File: src/rtl/text_area_ctrl.sv
// text_area_ctrl: host-side controller for the 8x8 text area.
//
// Owns the single port of the 84x64 cell RAM. The video scan reader always
// wins the port. Host commands (single cell write, rectangle fill) use the
// cycles the reader leaves free. The block also holds the scroll-offset and
// alpha configuration registers that the text area datapath consumes.
//
// Optional feature macro: TEXT_AREA_CTRL_SHADOW_EN
//   defined   : scroll/alpha outputs reload from the shadow registers only on
//               i_frame_start, so the outputs change without tearing.
//   undefined : the shadow registers drive the outputs directly, and
//               i_frame_start is ignored.
//
// Ports:
//   i_clk, i_rst_n        clock, asynchronous active-low reset
//   i_cmd_*/o_cmd_ready   host command channel (valid/ready)
//   i_frame_start         one-cycle pulse at the start of vertical blank
//   i_vid_req/i_vid_addr  video read request (has priority), o_vid_grant
//   o_ram_we/addr/wdata   cell RAM port (combinational mux)
//   o_scroll_x/y, o_alpha active configuration
//   o_busy                write or fill in progress
module text_area_ctrl #(
  parameter int unsigned CELL_COLS = 84,
  parameter int unsigned CELL_ROWS = 64,
  parameter int unsigned ADDR_W    = 13
) (
  input  logic              i_clk,
  input  logic              i_rst_n,
  input  logic              i_cmd_valid,
  output logic              o_cmd_ready,
  input  logic [2:0]        i_cmd_op,
  input  logic [6:0]        i_cmd_col,
  input  logic [5:0]        i_cmd_row,
  input  logic [6:0]        i_cmd_width,
  input  logic [5:0]        i_cmd_height,
  input  logic [15:0]       i_cmd_data,
  input  logic              i_frame_start,
  input  logic              i_vid_req,
  input  logic [ADDR_W-1:0] i_vid_addr,
  output logic              o_vid_grant,
  output logic              o_ram_we,
  output logic [ADDR_W-1:0] o_ram_addr,
  output logic [15:0]       o_ram_wdata,
  output logic [4:0]        o_scroll_x,
  output logic [4:0]        o_scroll_y,
  output logic [2:0]        o_alpha,
  output logic              o_busy
);

  localparam logic [1:0] StIdle  = 2'd0;
  localparam logic [1:0] StWrite = 2'd1;
  localparam logic [1:0] StFill  = 2'd2;

  localparam logic [2:0] OpWriteCell = 3'd1;
  localparam logic [2:0] OpFillRect  = 3'd2;
  localparam logic [2:0] OpSetScroll = 3'd3;
  localparam logic [2:0] OpSetAlpha  = 3'd4;

  localparam logic [7:0] ColsW = 8'(CELL_COLS);
  localparam logic [7:0] RowsW = 8'(CELL_ROWS);

  logic [1:0]        state_q, state_d;
  logic [ADDR_W-1:0] wr_addr_q, wr_addr_d;
  logic [15:0]       wr_data_q, wr_data_d;
  logic              wr_ok_q, wr_ok_d;
  // Fill counters are 8 bits so the end bounds (up to 84/64) never wrap.
  logic [7:0]        col_q, col_d;
  logic [7:0]        row_q, row_d;
  logic [7:0]        row_start_q, row_start_d;
  logic [7:0]        col_end_q, col_end_d;
  logic [7:0]        row_end_q, row_end_d;
  logic [4:0]        sh_x_q, sh_x_d;
  logic [4:0]        sh_y_q, sh_y_d;
  logic [2:0]        sh_alpha_q, sh_alpha_d;

  logic              cmd_fire;
  logic [7:0]        cmd_col8, cmd_row8, width8, height8;
  logic [7:0]        col_room, row_room, eff_w, eff_h;
  logic              fill_empty;
  logic [ADDR_W-1:0] fsm_addr;

  assign cmd_fire = i_cmd_valid && (state_q == StIdle);
  assign cmd_col8 = {1'b0, i_cmd_col};
  assign cmd_row8 = {2'b00, i_cmd_row};
  assign width8   = {1'b0, i_cmd_width};
  assign height8  = {2'b00, i_cmd_height};

  // Clip the rectangle to the cell RAM; room values are only meaningful when
  // the start lies inside the area, which fill_empty guarantees.
  assign col_room   = ColsW - cmd_col8;
  assign row_room   = RowsW - cmd_row8;
  assign eff_w      = (width8 < col_room) ? width8 : col_room;
  assign eff_h      = (height8 < row_room) ? height8 : row_room;
  assign fill_empty = (i_cmd_width == 7'd0) || (i_cmd_height == 6'd0) ||
                      (cmd_col8 >= ColsW) || (cmd_row8 >= RowsW);

  always_comb begin
    state_d     = state_q;
    wr_addr_d   = wr_addr_q;
    wr_data_d   = wr_data_q;
    wr_ok_d     = wr_ok_q;
    col_d       = col_q;
    row_d       = row_q;
    row_start_d = row_start_q;
    col_end_d   = col_end_q;
    row_end_d   = row_end_q;
    sh_x_d      = sh_x_q;
    sh_y_d      = sh_y_q;
    sh_alpha_d  = sh_alpha_q;

    case (state_q)
      StIdle: begin
        if (cmd_fire) begin
          case (i_cmd_op)
            OpWriteCell: begin
              wr_addr_d = ADDR_W'({i_cmd_col, i_cmd_row});
              wr_data_d = i_cmd_data;
              wr_ok_d   = (cmd_col8 < ColsW) && (cmd_row8 < RowsW);
              state_d   = StWrite;
            end
            OpFillRect: begin
              wr_data_d   = i_cmd_data;
              col_d       = cmd_col8;
              row_d       = cmd_row8;
              row_start_d = cmd_row8;
              col_end_d   = cmd_col8 + eff_w;
              row_end_d   = cmd_row8 + eff_h;
              if (!fill_empty) state_d = StFill;
            end
            OpSetScroll: begin
              sh_x_d = i_cmd_data[4:0];
              sh_y_d = i_cmd_data[12:8];
            end
            OpSetAlpha: begin
              sh_alpha_d = i_cmd_data[2:0];
            end
            default: ;
          endcase
        end
      end
      StWrite: begin
        // An out-of-range target never writes, so it need not wait for a slot.
        if (!wr_ok_q || !i_vid_req) state_d = StIdle;
      end
      StFill: begin
        if (!i_vid_req) begin
          if (row_q + 8'd1 == row_end_q) begin
            row_d = row_start_q;
            if (col_q + 8'd1 == col_end_q) begin
              state_d = StIdle;
            end else begin
              col_d = col_q + 8'd1;
            end
          end else begin
            row_d = row_q + 8'd1;
          end
        end
      end
      default: state_d = StIdle;
    endcase
  end

  always_ff @(posedge i_clk or negedge i_rst_n) begin
    if (!i_rst_n) begin
      state_q     <= StIdle;
      wr_addr_q   <= '0;
      wr_data_q   <= '0;
      wr_ok_q     <= 1'b0;
      col_q       <= '0;
      row_q       <= '0;
      row_start_q <= '0;
      col_end_q   <= '0;
      row_end_q   <= '0;
      sh_x_q      <= '0;
      sh_y_q      <= '0;
      sh_alpha_q  <= 3'b011;
    end else begin
      state_q     <= state_d;
      wr_addr_q   <= wr_addr_d;
      wr_data_q   <= wr_data_d;
      wr_ok_q     <= wr_ok_d;
      col_q       <= col_d;
      row_q       <= row_d;
      row_start_q <= row_start_d;
      col_end_q   <= col_end_d;
      row_end_q   <= row_end_d;
      sh_x_q      <= sh_x_d;
      sh_y_q      <= sh_y_d;
      sh_alpha_q  <= sh_alpha_d;
    end
  end

`ifdef TEXT_AREA_CTRL_SHADOW_EN
  logic [4:0] act_x_q, act_y_q;
  logic [2:0] act_alpha_q;

  // A SET_* accepted on the frame_start cycle lands in the shadow only;
  // the active copy picks up the old shadow value here.
  always_ff @(posedge i_clk or negedge i_rst_n) begin
    if (!i_rst_n) begin
      act_x_q     <= '0;
      act_y_q     <= '0;
      act_alpha_q <= 3'b011;
    end else if (i_frame_start) begin
      act_x_q     <= sh_x_q;
      act_y_q     <= sh_y_q;
      act_alpha_q <= sh_alpha_q;
    end
  end

  assign o_scroll_x = act_x_q;
  assign o_scroll_y = act_y_q;
  assign o_alpha    = act_alpha_q;
`else
  assign o_scroll_x = sh_x_q;
  assign o_scroll_y = sh_y_q;
  assign o_alpha    = sh_alpha_q;

  logic unused_frame;
  assign unused_frame = i_frame_start;
`endif

  // RAM port: video reads take priority and are never stalled.
  assign fsm_addr    = (state_q == StFill) ? ADDR_W'({col_q[6:0], row_q[5:0]}) : wr_addr_q;
  assign o_vid_grant = i_vid_req;
  assign o_ram_addr  = i_vid_req ? i_vid_addr : fsm_addr;
  assign o_ram_wdata = wr_data_q;
  assign o_ram_we    = !i_vid_req &&
                       (((state_q == StWrite) && wr_ok_q) || (state_q == StFill));

  assign o_cmd_ready = (state_q == StIdle);
  assign o_busy      = (state_q != StIdle);

  logic unused_cnt;
  assign unused_cnt = ^{col_q[7], row_q[7:6]};

endmodule

File: config.mk
export PLATFORM = sky130hd
export DESIGN_NAME = text_area_ctrl
export DESIGN_NICKNAME = d
export VERILOG_FILES = /design/src/rtl/text_area_ctrl.sv
export SDC_FILE = /design/constraint.sdc
export NUM_CORES = 1
export LEC_CHECK = 0
export BUFFER_PORTS_ARGS = -buffer_cell sky130_fd_sc_hd__buf_2
export CORE_UTILIZATION = 60
export DETAILED_ROUTE_END_ITERATION = 8
export HOLD_SLACK_MARGIN = 0.06
export MAX_ROUTING_LAYER = met4
export PLACE_DENSITY = 0.95
export SLEW_MARGIN = 20
export SYNTH_ARGS = -nofsm -noshare
export SYNTH_HDL_FRONTEND = slang
export SYNTH_SLANG_ARGS = --single-unit
File: constraint.sdc
create_clock -name i_clk -period 5.4 [get_ports i_clk]
set_input_delay 0.27 -clock i_clk [delete_from_list [all_inputs] [get_ports i_clk]]
set_output_delay 0.27 -clock i_clk [all_outputs]
set_load 0.02 [all_outputs]
== Word level (Yosys, flattened, before mapping) ==
Index checks and enable logic that the tools add are counted.
Storage, ports and cells
  flip-flop bits (word level): 83
  bits of input ports: 63
  output and inout bits: 46
  word-level logic and storage cells: 89
Cells by class
  add/subtract/negate cells: 6
  order comparisons: 6
  equal/unequal tests: 17
  muxes and demuxes: 23
  reduce and logical (&&, ||, !) cells: 25
Operators by type and width (number)
  $mux W8: 11
  $pmux W8 S2: 2
  $mux W13: 2
  $add A8 B1 Y8 const B: 2
  $eq A8 B8 Y1: 2
  $reduce_and A3 Y1: 5
  $mux W2: 6
  $ne A2 B2 Y1 const B: 5
  $add A6 B8 Y8: 1
  $add A7 B8 Y8: 1
  $lt A6 B8 Y1: 1
  $lt A7 B8 Y1: 1
  $sub A7 B6 Y8 const A: 1
  $sub A7 B7 Y8 const A: 1
  $ge A6 B7 Y1 const B: 1
  $ge A7 B7 Y1 const B: 1
  $logic_not A7 Y1: 1
  $lt A6 B7 Y1 const B: 1
  $lt A7 B7 Y1 const B: 1
  $reduce_and A7 Y1: 1
  $eq A3 B2 Y1 const B: 2
  $logic_not A6 Y1: 1
  $pmux W2 S3: 1
  $reduce_and A6 Y1: 1
  15 further kinds: 25

== Depth between registers and ports, before layout ==
Gate-level depths: netlist (run 1).
  word-level depth: 8
  mapped depth: 20
  gate-level depth less buffers: 20

== Worst setup path after synthesis (run 1) ==
No wires, ideal clock.
  kind: input port to flip-flop
  start: in i_cmd_col[1]
  end: reg col_end_q[6]
  setup time: 134 ps
  arrival: 3571 ps
  required time: 5266 ps
  setup slack: 1694 ps
  cell stages on the path: 18
  path buffers: 0
  path through: o21ai_0 > inv_1 > o21ai_0 > xor2_1 > ha_1 > o21ai_0 > a21oi_1 > o31ai_2 > mux2_2 > ha_1 > fa_1 > a21oi_1 > o21bai_1 > a21oi_1 > nor2_1 > nor2_1 > xor2_1 > o21ai_0
Between the ends
  word-level cells in the longest chain between the ends: 4
RTL lines
  start: declaration: line 32  | input logic [6:0] i_cmd_col,
  $sub A7 B7 Y8: line 90  | assign col_room = ColsW - cmd_col8;
  $lt A7 B8 Y1: line 92  | assign eff_w = (width8 < col_room) ? width8 : col_room;
  $mux W8: line 92
  $add A7 B8 Y8 *: line 126  | col_end_d = cmd_col8 + eff_w;
  end signal: assignment: line 185  | col_end_q <= col_end_d;
  end: declaration: line 70  | logic [7:0] col_end_q, col_end_d;
Mark *: on every way between the ends. The rest lies on a longest branch, timed or not.
A chain may end at the register's enable or synchronous reset.

== Final worst setup path (run 1) ==
Ends and elaborated chain as after synthesis.

==> results of run 1 <==
-- stage by stage --
step / area, um^2 / util / setup WS, ps / instances
finish: 6140 / 0.707 / 1350 / 762
floorplan: 5360 / - / 1690 / 551
global route: 6140 / 0.707 / 998 / 762
CTS: 6130 / 0.706 / 1370 / 761
global placement: 5950 / 0.685 / 1270 / 745
detailed placement: 5950 / 0.685 / 998 / 745
-- synthesized netlist by cell type (5+ instances only) --
master and n:
nand2b_1 5, mux2i_1 26, mux2_2 43, o221ai_1 7, xnor2_1 21, nand4_1 6, clkbuf_1 13, xor2_1 16
buf_2 8, nor2_1 17, a21oi_1 23, nand3_1 14, nand2_1 78, nor3_1 11, o21ai_0 47, nor2b_1 6
dfrtp_1 81, ha_1 28, a21o_1 7, inv_1 27
-- power groups by stage --
stage	sequential [uW]	clock [uW]	combinational (uW)
after global routing	1010	439	1130
after floorplan	984	0	728
after detailed placement	992	0	1020
final	997	415	1050
after CTS	984	415	1040
after global placement	977	0	958
-- cell usage in the layout, fill, tap and decap left out, drive strengths merged, types with 5 or more instances in the layout --
cell type  instances
ha                28
inv               29
buf              110
a21o               7
mux2              43
nand3             15
nor2              18
dfrtp             81
nand2b             5
nor3              11
xor2              16
mux2i             26
o21ai             51
nand2             78
o221ai             7
clkbuf            10
a21oi             23
xnor2             21
nor2b              6
nand4              6
-- cell type report --
class | instances | area [um^2]
repair buffers | 111 | 574
inverters | 27 | 101
clock buffers | 10 | 128
multi-input cells | 417 | 3070
flip-flops and latches | 83 | 2080
clock inverters | 6 | 50.0
well taps | 108 | 135
fillers | 583 | 2540
-- kinds of logic (layout without fill, tap and decap cells) --
kind of cell,count (synthesis),count (layout),share of synthesized area
mux,69,69,0.139
xor+xnor,40,40,0.0730
fa+ha+maj,30,30,0.0728
buf+inv,51,154,0.0397
simple gates,168,168,0.158
flops,83,83,0.388
compound gates,110,110,0.130
-- layer usage --
metal / vias up / part of all wire / global-route usage
met3: 46 / 0.078 / 0.0493
li1: 2137 / - / -
met4: 0 / 0.026 / 0.140
met1: 2275 / 0.40 / 0.417
met2: 281 / 0.49 / 0.515
met5: - / 0 / -
-- flip-flops by register name (all words and copies together), names as in the netlist --
signal       flops
wr_ok_q          1
o_ram_wdata     16
row_start_q      6
o_scroll_y       5
wr_addr_q       13
o_alpha          3
o_scroll_x       5
state_q          2
row_q            8
row_end_q        8
col_end_q        8
col_q            8
-- worst paths after layout --
kind / from / to / slack, ps / depth (start not counted)
setup / recovery: i_cmd_col[1] / col_end_q[6]$_DFFE_PN0P_ / 1350 / 19
hold / removal: i_cmd_data[6] / o_ram_wdata[6]$_DFFE_PN0P_ / 140 / 2
setup reg to reg: row_q[0]$_DFFE_PN0P_ / col_q[5]$_DFFE_PN0P_ / 2480 / 8
hold reg to reg: row_start_q[2]$_DFFE_PN0P_ / row_start_q[2]$_DFFE_PN0P_ / 490 / 2
max in group asynchronous: i_rst_n / row_q[7]$_DFFE_PN0P_ / 4400 / 2
min in group asynchronous: i_rst_n / o_ram_wdata[13]$_DFFE_PN0P_ / 520 / 2
-- what timing repair did --
action / 4_1_cts / 5_1_grt
hold buffers: 0 / 1
buffers inserted: 0 / 0
endpoints found under the hold margin: 0 / 81
gates resized for setup: 0 / 0
==> key figures, run 1 <==
Yosys
  • Post-synthesis sequential area ratio: 0.388
  • Top cell type's share of synthesized area: 0.378
  • Post-synthesis cell area: 5360 um^2
  • Synth area leaders: dfrtp_1 38%, mux2_2 9.0%, ha_1 6.5%
  • Synthesized area per cell: 9.73 um^2
  • Number of cells produced by synthesis: 551
  • Top_reg_cell synth: dfrtp_1
  • Synthesized Nets: 644
  • Async S/R FF share, synth: 1.00
  • Yosys cell types: 60
  • Post-synth EDFFs: 0
  • Seq cells post-synth: 83
  • Synth Warn #: 0
  • Yosys top cell by area: dfrtp_1

Power and ir drop
  • Sw Share: 0.420
  • Int Pwr: 1430 uW
  • Sequential share of power: 0.405
  • Clk pwr share: 0.168
  • Peak supply drop: 259 uV
  • Total chip power: 2460 uW
  • Pwr Density: 401 nW/um^2
  • Logic pwr share: 0.427
  • Pleak: 0.00305 uW
  • P_sw: 1040 uW

Worst setup path
  • Crit-path slowest cell: o31ai_2
  • CP endpoint kind: flip-flop
  • Req. time, crit path: 5630 ps
  • Largest delay share family, worst path: compound AO/OA/AOI/OAI gates
  • Arrival time at the worst endpoint: 4280 ps
  • Critical path startpoint category: primary input
  • Critical path fanouts, max: 7
  • Critical-path cell list: buf_2 -> o21ai_0 -> inv_1 -> o21ai_0 -> xor2_1 -> ha_1 -> o21ai_0 -> a21oi_1 -> o31ai_2 -> mux2_2 -> ha_1 -> fa_1 -> a21oi_1 -> o21bai_1 -> a21oi_1 -> nor2_1 -> nor2_1 -> xor2_1 -> o21ai_0
  • Critical path's largest stage delay: 610 ps
  • CP Class: primary input to flip-flop
  • Worst Path Buf+Inv: 2
  • Cell mode on critical path: o21ai_0

Layout
  • ANT cells: 0
  • Fin nets: 742
  • Layout area overhead: 14.5%
  • Share of layout cells above drive strength 1: 0.287

STA
  • Tcrit/Tclk final: 0.751
  • Final Slew Violations: 0
  • Final setup fails: 0
  • Slew of the pin with the lowest slew margin: 960 ps
  • Setup TNS: 0 ps
  • Unrepaired setup endpoints after global routing: false
  • Max Clk Rate: 247 MHz
  • Setup Skew: 7.66 ps
  • Hold WS: 136 ps
  • Tmin final: 4050 ps
  • Slew headroom: 0.358
  • Hold Violations, Final: 0

Placement
  • Routability Congestion: 0.909
  • IO Port Bufs: 107
  • Dpl hpwl: 10300 um

Route
  • Detailed Route WL: 14000 um
  • Post-route ant nets: 0
  • Vias/cell: 6.22
  • DRT iter0 DRCs: 469
  • Via count: 4739
  • Routed WL per cell: 18.4 um
  • DR pass1 iterations: 5
  • DRC viols: 0

Clock network
  • Clock Root Buffer: clkbuf_8
  • CTS tree: built
  • Reg clk slew, reported paths: 90 ps
  • Total CTS buffers: 9
  • Longest Clk Path Bufs: 2
  • # clock sinks: 83
  • H-tree depth: 3
  • Clk_lat worst skew: 360 ps

GRT
  • Antenna violations before repair: 0
  • First-pass GRT wire length: 22100 um
  • Total gr overflow: 0
  • Gr usage total: 0.325
  • Vias in the first global route: 4597
  • Largest net degree at the start of global routing: 84

Hold path
  • Worst hold path type: primary input to flip-flop

Floorplan
  • Core area: 8680 um^2
  • Effective utilization at floorplan: 0.618
  • Die height: 96.6 um
  • Die W: 96.6 um
  • DIE AREA: 9320 um^2
  • Io pins: 109
  • Core Rows: 34

Flow run
  • Maxcap violations: 0

Outcome
  • Status: finished clean
Power figures use the tool's default switching activity.
==> inputs of run 2 (changes only) <==
--- a/config.mk
+++ b/config.mk
@@ -6,11 +6,11 @@
 export NUM_CORES = 1
 export LEC_CHECK = 0
 export BUFFER_PORTS_ARGS = -buffer_cell sky130_fd_sc_hd__buf_2
-export CORE_UTILIZATION = 60
+export CORE_UTILIZATION = 56
 export DETAILED_ROUTE_END_ITERATION = 8
 export HOLD_SLACK_MARGIN = 0.06
 export MAX_ROUTING_LAYER = met4
-export PLACE_DENSITY = 0.95
+export PLACE_DENSITY = 0.91
 export SLEW_MARGIN = 20
 export SYNTH_ARGS = -nofsm -noshare
 export SYNTH_HDL_FRONTEND = slang
==> constraint.sdc (replaced) <==
create_clock -name i_clk -period 4.05 [get_ports i_clk]
set_input_delay 0.2025 -clock i_clk [delete_from_list [all_inputs] [get_ports i_clk]]
set_output_delay 0.2025 -clock i_clk [all_outputs]
set_load 0.02 [all_outputs]
==> run 2 against run 1 <==
Register-to-register slack worse by 1200 ps. Clock power is 47% higher. Worst hold slack worse by 67 ps. Routed wire length decreased by 3.0%. Largest cell class unchanged. Non-clock buffer count rose by 1. Cell area increased by 0.90%. Sequential share of layout area decreased by 0.30 points. Worst setup slack got worse by 920 ps. Core utilization down 3.7 points. Sequential power rose by 32%. Count of clock-buffer cells in the layout unchanged.
==> key figures, run 2 (synthesized netlist as in run 1, its figures left out) <==
Clock network
  • # clock sinks: 83 (unchanged)
  • CTS resizes: 0 (unchanged)
  • H-tree depth: 3 (unchanged)
  • Clk_lat worst skew: 360 ps (about the same)
  • Total CTS buffers: 9 (unchanged)
  • CTS tree: built
  • Reg clk slew, reported paths: 90 ps (about the same)
  • Longest Clk Path Bufs: 2 (unchanged)
  • Clock Root Buffer: clkbuf_8

Power and ir drop
  • Pleak: 0.00306 uW (+0.31%)
  • Pwr Density: 533 nW/um^2 (+33%)
  • Peak supply drop: 389 uV (+50%)

Layout
  • Max reg flops: 16 (unchanged)
  • Commonest cells after routing, fill and taps aside: 106 x buf_2, 81 x dfrtp_1, 78 x nand2_1
  • Layout area overhead: 15.5%
  • ANT cells: 0 (unchanged)
  • Most common cell after layout, fill and taps aside: buf_2
  • Share of layout cells above drive strength 1: 0.289 (+0.00109)
  • Fin nets: 743 (+0.13%)
  • Non-filler cells, final: 784 (+2.9%)

Floorplan
  • DIE AREA: 9970 um^2 (+7.0%)
  • Effective utilization at floorplan: 0.581 (-0.0376)
  • Die W: 99.9 um (+3.4%)
  • Die height: 99.9 um (+3.4%)
  • Core Rows: 35 (+2.9%)
  • Io pins: 109 (unchanged)
  • Core area: 9240 um^2 (+6.5%)

GRT
  • First-pass GRT wire length: 22100 um (about the same)
  • Antenna violations before repair: 0 (unchanged)
  • Gr usage total: 0.294 (-0.0306)
  • Total gr overflow: 0 (unchanged)
  • Largest net degree at the start of global routing: 84 (unchanged)
  • Vias in the first global route: 4655 (+1.3%)

Worst setup path
  • Arrival time at the worst endpoint: 3850 ps (-430 ps)
  • CP endpoint kind: flip-flop
  • Req. time, crit path: 4280 ps (-1350 ps)
  • Critical path startpoint category: primary input
  • CP Class: primary input to flip-flop
  • Critical path fanouts, max: 6 (-1)

STA
  • Tcrit/Tclk final: 0.894
  • Tmin final: 3620 ps
  • Setup TNS: 0 ps (unchanged)
  • Hold WS: 69.1 ps (-67.0 ps)
  • Setup Skew: 8.32 ps (+0.658 ps)
  • Slew of the pin with the lowest slew margin: 942 ps (-18.0 ps)
  • Max Clk Rate: 276 MHz
  • Final setup fails: 0 (unchanged)
  • Unrepaired setup endpoints after global routing: false
  • Final Slew Violations: 0 (unchanged)
  • Hold Violations, Final: 0 (unchanged)
  • Slew headroom: 0.370 (+0.0120)

Placement
  • IO Port Bufs: 107 (unchanged)
  • Routability Congestion: 0.892 (-1.9%)
  • # placed instances: 767 (+3.0%)
  • Dpl hpwl: 10000 um (-2.1%)

Route
  • Post-route ant nets: 0 (unchanged)
  • Vias/cell: 5.97 (-4.0%)
  • Routed WL per cell: 17.3 um (-5.7%)
  • Detailed Route WL: 13600 um (-3.0%)
  • DRC viols: 0 (unchanged)
  • Via count: 4680 (-1.2%)
  • DRT iter0 DRCs: 459 (-2.1%)
  • DR pass1 iterations: 6 (+1)

Flow run
  • Maxcap violations: 0 (unchanged)

Outcome
  • Status: finished clean

Hold path
  • Worst hold path type: primary input to flip-flop
[run 2: final cells by class]
cell class                      count  area [um^2]
Inverter                           27          101
Sequential cell                    83         2080
Fill cell                         640         3050
Tap cell                          129          161
Timing Repair Buffer              112          582
Clock inverter                      6         71.3
Clock buffer                       10          128
Multi-Input combinational cell    417         3070
[run 2: worst max-delay path, stage by stage]
cell and delay, ps:
buf_2 150, inv_1 90, ha_1 240, nor2b_1 160, nor2_1 80, xnor2_1 220
ha_1 270, o21ai_0 170, a21oi_1 70, o31ai_2 340, mux2_2 390, ha_1 210
fa_1 410, a21oi_1 160, o21bai_1 110, a21oi_1 170, nor2_1 50, nor2_1 100
xor2_1 160, o21ai_0 90
[run 2: where the power goes]
group          total [uW]  internal, uW  switching [uW]
logic                1370           608             765
clock network         609           292             317
registers            1320          1070             252
total                3300          1970            1330
[run 2: per-layer routing]
| metal | vias to the layer above | part of all wire | global-route usage |
|---|---|---|---|
| met5 | - | 0 | - |
| met4 | 0 | 0.026 | 0.117 |
| met3 | 36 | 0.069 | 0.0348 |
| met2 | 240 | 0.51 | 0.498 |
| met1 | 2252 | 0.40 | 0.361 |
| li1 | 2152 | - | - |
[run 2: worst paths after layout]
check	cells after the start	slack, ps	endpoint	from
worst max-delay path	20	430	col_end_q[6]$_DFFE_PN0P_	i_cmd_col[0]
worst max register to register	8	1240	col_q[2]$_DFFE_PN0P_	col_q[0]$_DFFE_PN0P_
worst min-delay path	2	70	o_ram_wdata[14]$_DFFE_PN0P_	i_cmd_data[14]
min in group asynchronous	2	450	o_ram_wdata[14]$_DFFE_PN0P_	i_rst_n
max in group asynchronous	2	3090	col_end_q[2]$_DFFE_PN0P_	i_rst_n
worst min register to register	2	490	row_start_q[3]$_DFFE_PN0P_	row_start_q[3]$_DFFE_PN0P_
[run 2: repair_timing]
item                                   CTS  global route
endpoints found under the hold margin   62             0
hold buffers                             1             0
setup buffers                            0             0
[run 2: stage by stage]
step | total power, uW | setup slack (ps) | area [um^2] | util
finish | 3300 | 428 | 6190 | 0.670
floorplan | 2280 | 412 | 5360 | -
global placement | 2580 | 324 | 5980 | 0.647
detailed placement | 2670 | 79.6 | 5980 | 0.647
CTS | 3290 | 457 | 6190 | 0.670
global route | 3490 | 139 | 6190 | 0.670
==> inputs of run 3 (changes only) <==
--- a/config.mk
+++ b/config.mk
@@ -5,12 +5,13 @@
 export SDC_FILE = /design/constraint.sdc
 export NUM_CORES = 1
 export LEC_CHECK = 0
-export BUFFER_PORTS_ARGS = -buffer_cell sky130_fd_sc_hd__buf_2
-export CORE_UTILIZATION = 56
+export CORE_UTILIZATION = 53
 export DETAILED_ROUTE_END_ITERATION = 8
+export DONT_BUFFER_PORTS = 1
 export HOLD_SLACK_MARGIN = 0.06
 export MAX_ROUTING_LAYER = met4
-export PLACE_DENSITY = 0.91
+export PLACE_DENSITY = 0.78
+export REMOVE_ABC_BUFFERS = 1
 export SLEW_MARGIN = 20
 export SYNTH_ARGS = -nofsm -noshare
 export SYNTH_HDL_FRONTEND = slang
==> run 3 against run 2 <==
Clock skew up 2.3 ps. Critical endpoint is now col_end_q[7]$_DFFE_PN0P_. Cell area down 3.7%. Highest routed layer unchanged. Non-clock buffer count down 78. Register-to-register slack better by 70 ps. Count of clock-buffer cells in the layout unchanged. Fmax up 2.4%.
==> key figures, run 3 (synthesized netlist as in run 1, its figures left out) <==
Worst setup path
  • Crit-path slowest cell: mux2_2
  • CP Class: primary input to flip-flop
  • Critical path fanouts, max: 6 (unchanged)
  • Arrival time at the worst endpoint: 3770 ps (-80 ps)
  • Critical path's largest stage delay: 390 ps (-20 ps)
  • Req. time, crit path: 4280 ps (about the same)
  • Critical path startpoint category: primary input
  • FF-to-FF setup slack: 1310 ps (+70 ps)
  • Worst Path Buf+Inv: 2 (unchanged)
  • CP endpoint kind: flip-flop
  • Largest delay share family, worst path: compound AO/OA/AOI/OAI gates
  • Launch point of the worst reg-to-reg path: col_q[0]$_DFFE_PN0P_
  • R2R cell count: 8 (unchanged)
  • Critical-path cell list: o21ai_0 -> inv_1 -> o21ai_0 -> xor2_1 -> ha_1 -> o21ai_0 -> a21oi_1 -> o31ai_2 -> buf_4 -> mux2_2 -> ha_1 -> a21o_1 -> a21oi_1 -> o21bai_1 -> a21oi_1 -> o21bai_1 -> a21oi_1 -> o21ai_0
  • Critical R2R Capture: col_q[3]$_DFFE_PN0P_

GRT
  • Gr usage total: 0.270 (-0.0237)
  • Vias in the first global route: 4278 (-8.1%)
  • Antenna violations before repair: 0 (unchanged)
  • Largest net degree at the start of global routing: 84 (unchanged)
  • First-pass GRT wire length: 20900 um (-5.7%)
  • Total gr overflow: 0 (unchanged)

Layout
  • Max reg flops: 16 (unchanged)
  • Layout area overhead: 11.2%
  • Commonest cells after routing, fill and taps aside: 81 x dfrtp_1, 78 x nand2_1, 47 x o21ai_0
  • Non-filler cells, final: 710 (-9.4%)
  • Fin nets: 665 (-10%)
  • ANT cells: 0 (unchanged)
  • Layout fillers: 790 (+23%)
  • Final Util: 0.610 (-0.0601)
  • Most common cell after layout, fill and taps aside: dfrtp_1
  • Area of the multi-input gates: 3070 um^2 (unchanged)
  • Share of layout cells above drive strength 1: 0.144 (-0.145)
  • Reg area: 2080 um^2 (unchanged)

Power and ir drop
  • Pleak: 0.00276 uW (-9.9%)
  • Peak supply drop: 390 uV (+0.22%)
  • Pwr Density: 530 nW/um^2 (-0.51%)
  • Total chip power: 3160 uW (-4.2%)

Placement
  • IO Port Bufs: 0 (-100%)
  • Dpl hpwl: 9010 um (-10%)
  • # placed instances: 664 (-13%)
  • Dpl ws: 323 ps (+243 ps)
  • Routability Congestion: 0.870 (-2.5%)

Hold path
  • Cells on Worst Hold Path: 2 (unchanged)
  • Hold_sp: i_cmd_col[0]
  • Hold EP: wr_addr_q[6]$_DFFE_PN0P_
  • Worst hold path type: primary input to flip-flop

STA
  • Post-route setup slack: 512 ps (+84.2 ps)
  • Setup TNS: 0 ps (unchanged)
  • Tcrit/Tclk final: 0.874 (-0.0208)
  • Final Slew Violations: 0 (unchanged)
  • Unrepaired setup endpoints after global routing: false
  • Max Clk Rate: 283 MHz (+2.4%)
  • Tmin final: 3540 ps (-84.2 ps)
  • Final setup fails: 0 (unchanged)
  • Hold Violations, Final: 0 (unchanged)
  • Slew of the pin with the lowest slew margin: 934 ps (-8.19 ps)
  • Setup Skew: 10.6 ps (+2.33 ps)
  • Slew headroom: 0.376 (+0.00547)

Floorplan
  • Core Rows: 36 (+2.9%)
  • DIE AREA: 10500 um^2 (+5.5%)
  • Io pins: 109 (unchanged)
  • Die height: 103 um (+2.7%)
  • Die W: 103 um (+2.7%)
  • Core area: 9770 um^2 (+5.8%)
  • Effective utilization at floorplan: 0.549 (-0.0317)

Route
  • Via count: 4277 (-8.6%)
  • Vias/cell: 6.02 (+0.91%)
  • Routed WL per cell: 18.4 um (+6.0%)
  • DR pass1 iterations: 5 (-1)
  • DRC viols: 0 (unchanged)
  • Post-route ant nets: 0 (unchanged)
  • DRT iter0 DRCs: 336 (-27%)
  • Detailed Route WL: 13000 um (-4.0%)

Clock network
  • Post-CTS Setup Bufs: 0 (unchanged)
  • CTS tree: built
  • Clock Root Buffer: clkbuf_8
  • H-tree depth: 3 (unchanged)
  • CTS resizes: 0 (unchanged)
  • Reg clk slew, reported paths: 90 ps (about the same)
  • Longest Clk Path Bufs: 2 (unchanged)
  • Total CTS buffers: 9 (unchanged)
  • Cts hold-fix bufs: 30 (+29)
  • Clk_lat worst skew: 360 ps (about the same)
  • # clock sinks: 83 (unchanged)

Outcome
  • Status: finished clean

Flow run
  • Maxcap violations: 0 (unchanged)
run 3: cell types whose count changed in the layout (fill, tap and decap cells not counted), sizes merged:
cell | previous run | this run
buf | 111 | 5
dlygate4sd3 | 1 | 29
run 3: routing by layer:
| layer | share of wire | vias to the layer above | routed length (um) | GRT usage |
|---|---|---|---|---|
| met5 | 0 | - | 0 | - |
| met4 | 0.026 | 0 | 340 | 0.113 |
| met3 | 0.081 | 30 | 1050 | 0.0536 |
| met2 | 0.47 | 212 | 6060 | 0.414 |
| met1 | 0.43 | 2049 | 5580 | 0.351 |
| li1 | - | 1986 | - | - |
run 3: how the worst max path moves through the flow:
stage / from / endpoint / slack (ps) / cells after the start
after floorplan: i_cmd_col[1] / col_end_q[6]$_DFFE_PN0P_ / 380 / 18
final: i_cmd_col[1] / col_end_q[7]$_DFFE_PN0P_ / 510 / 18
after global routing: i_cmd_col[1] / col_end_q[7]$_DFFE_PN0P_ / 230 / 18
after detailed placement: i_cmd_col[1] / col_end_q[7]$_DFFE_PN0P_ / 320 / 18
after CTS: i_cmd_col[1] / col_end_q[7]$_DFFE_PN0P_ / 680 / 18
after global placement: i_cmd_col[0] / col_end_q[7]$_DFFE_PN0P_ / 450 / 19
run 3: report_power, final:
| part | internal (uW) | switching (uW) | leakage (uW) |
|---|---|---|---|
| Clock | 292 | 318 | 0.0000939 |
| Sequential | 1070 | 361 | 0.00101 |
| Combinational | 538 | 588 | 0.00165 |
| Total | 1900 | 1270 | 0.00276 |
run 3: per-stage QoR:
stage                     hold WS [ps]  area, um^2
after floorplan                  -93.1        5250
after global placement           -91.1        5450
after detailed placement         -91.6        5450
after CTS                         65.4        5970
after global routing              75.9        5970
final                             72.7        5970
run 3: cell type report:
class | count | area share
clock inverter | 6 | 0.0120
clock buffer | 10 | 0.0214
inverter | 27 | 0.0170
sequential | 83 | 0.349
multi-input combinational | 417 | 0.515
timing repair buffer | 34 | 0.0583
tap | 133 | 0.0279
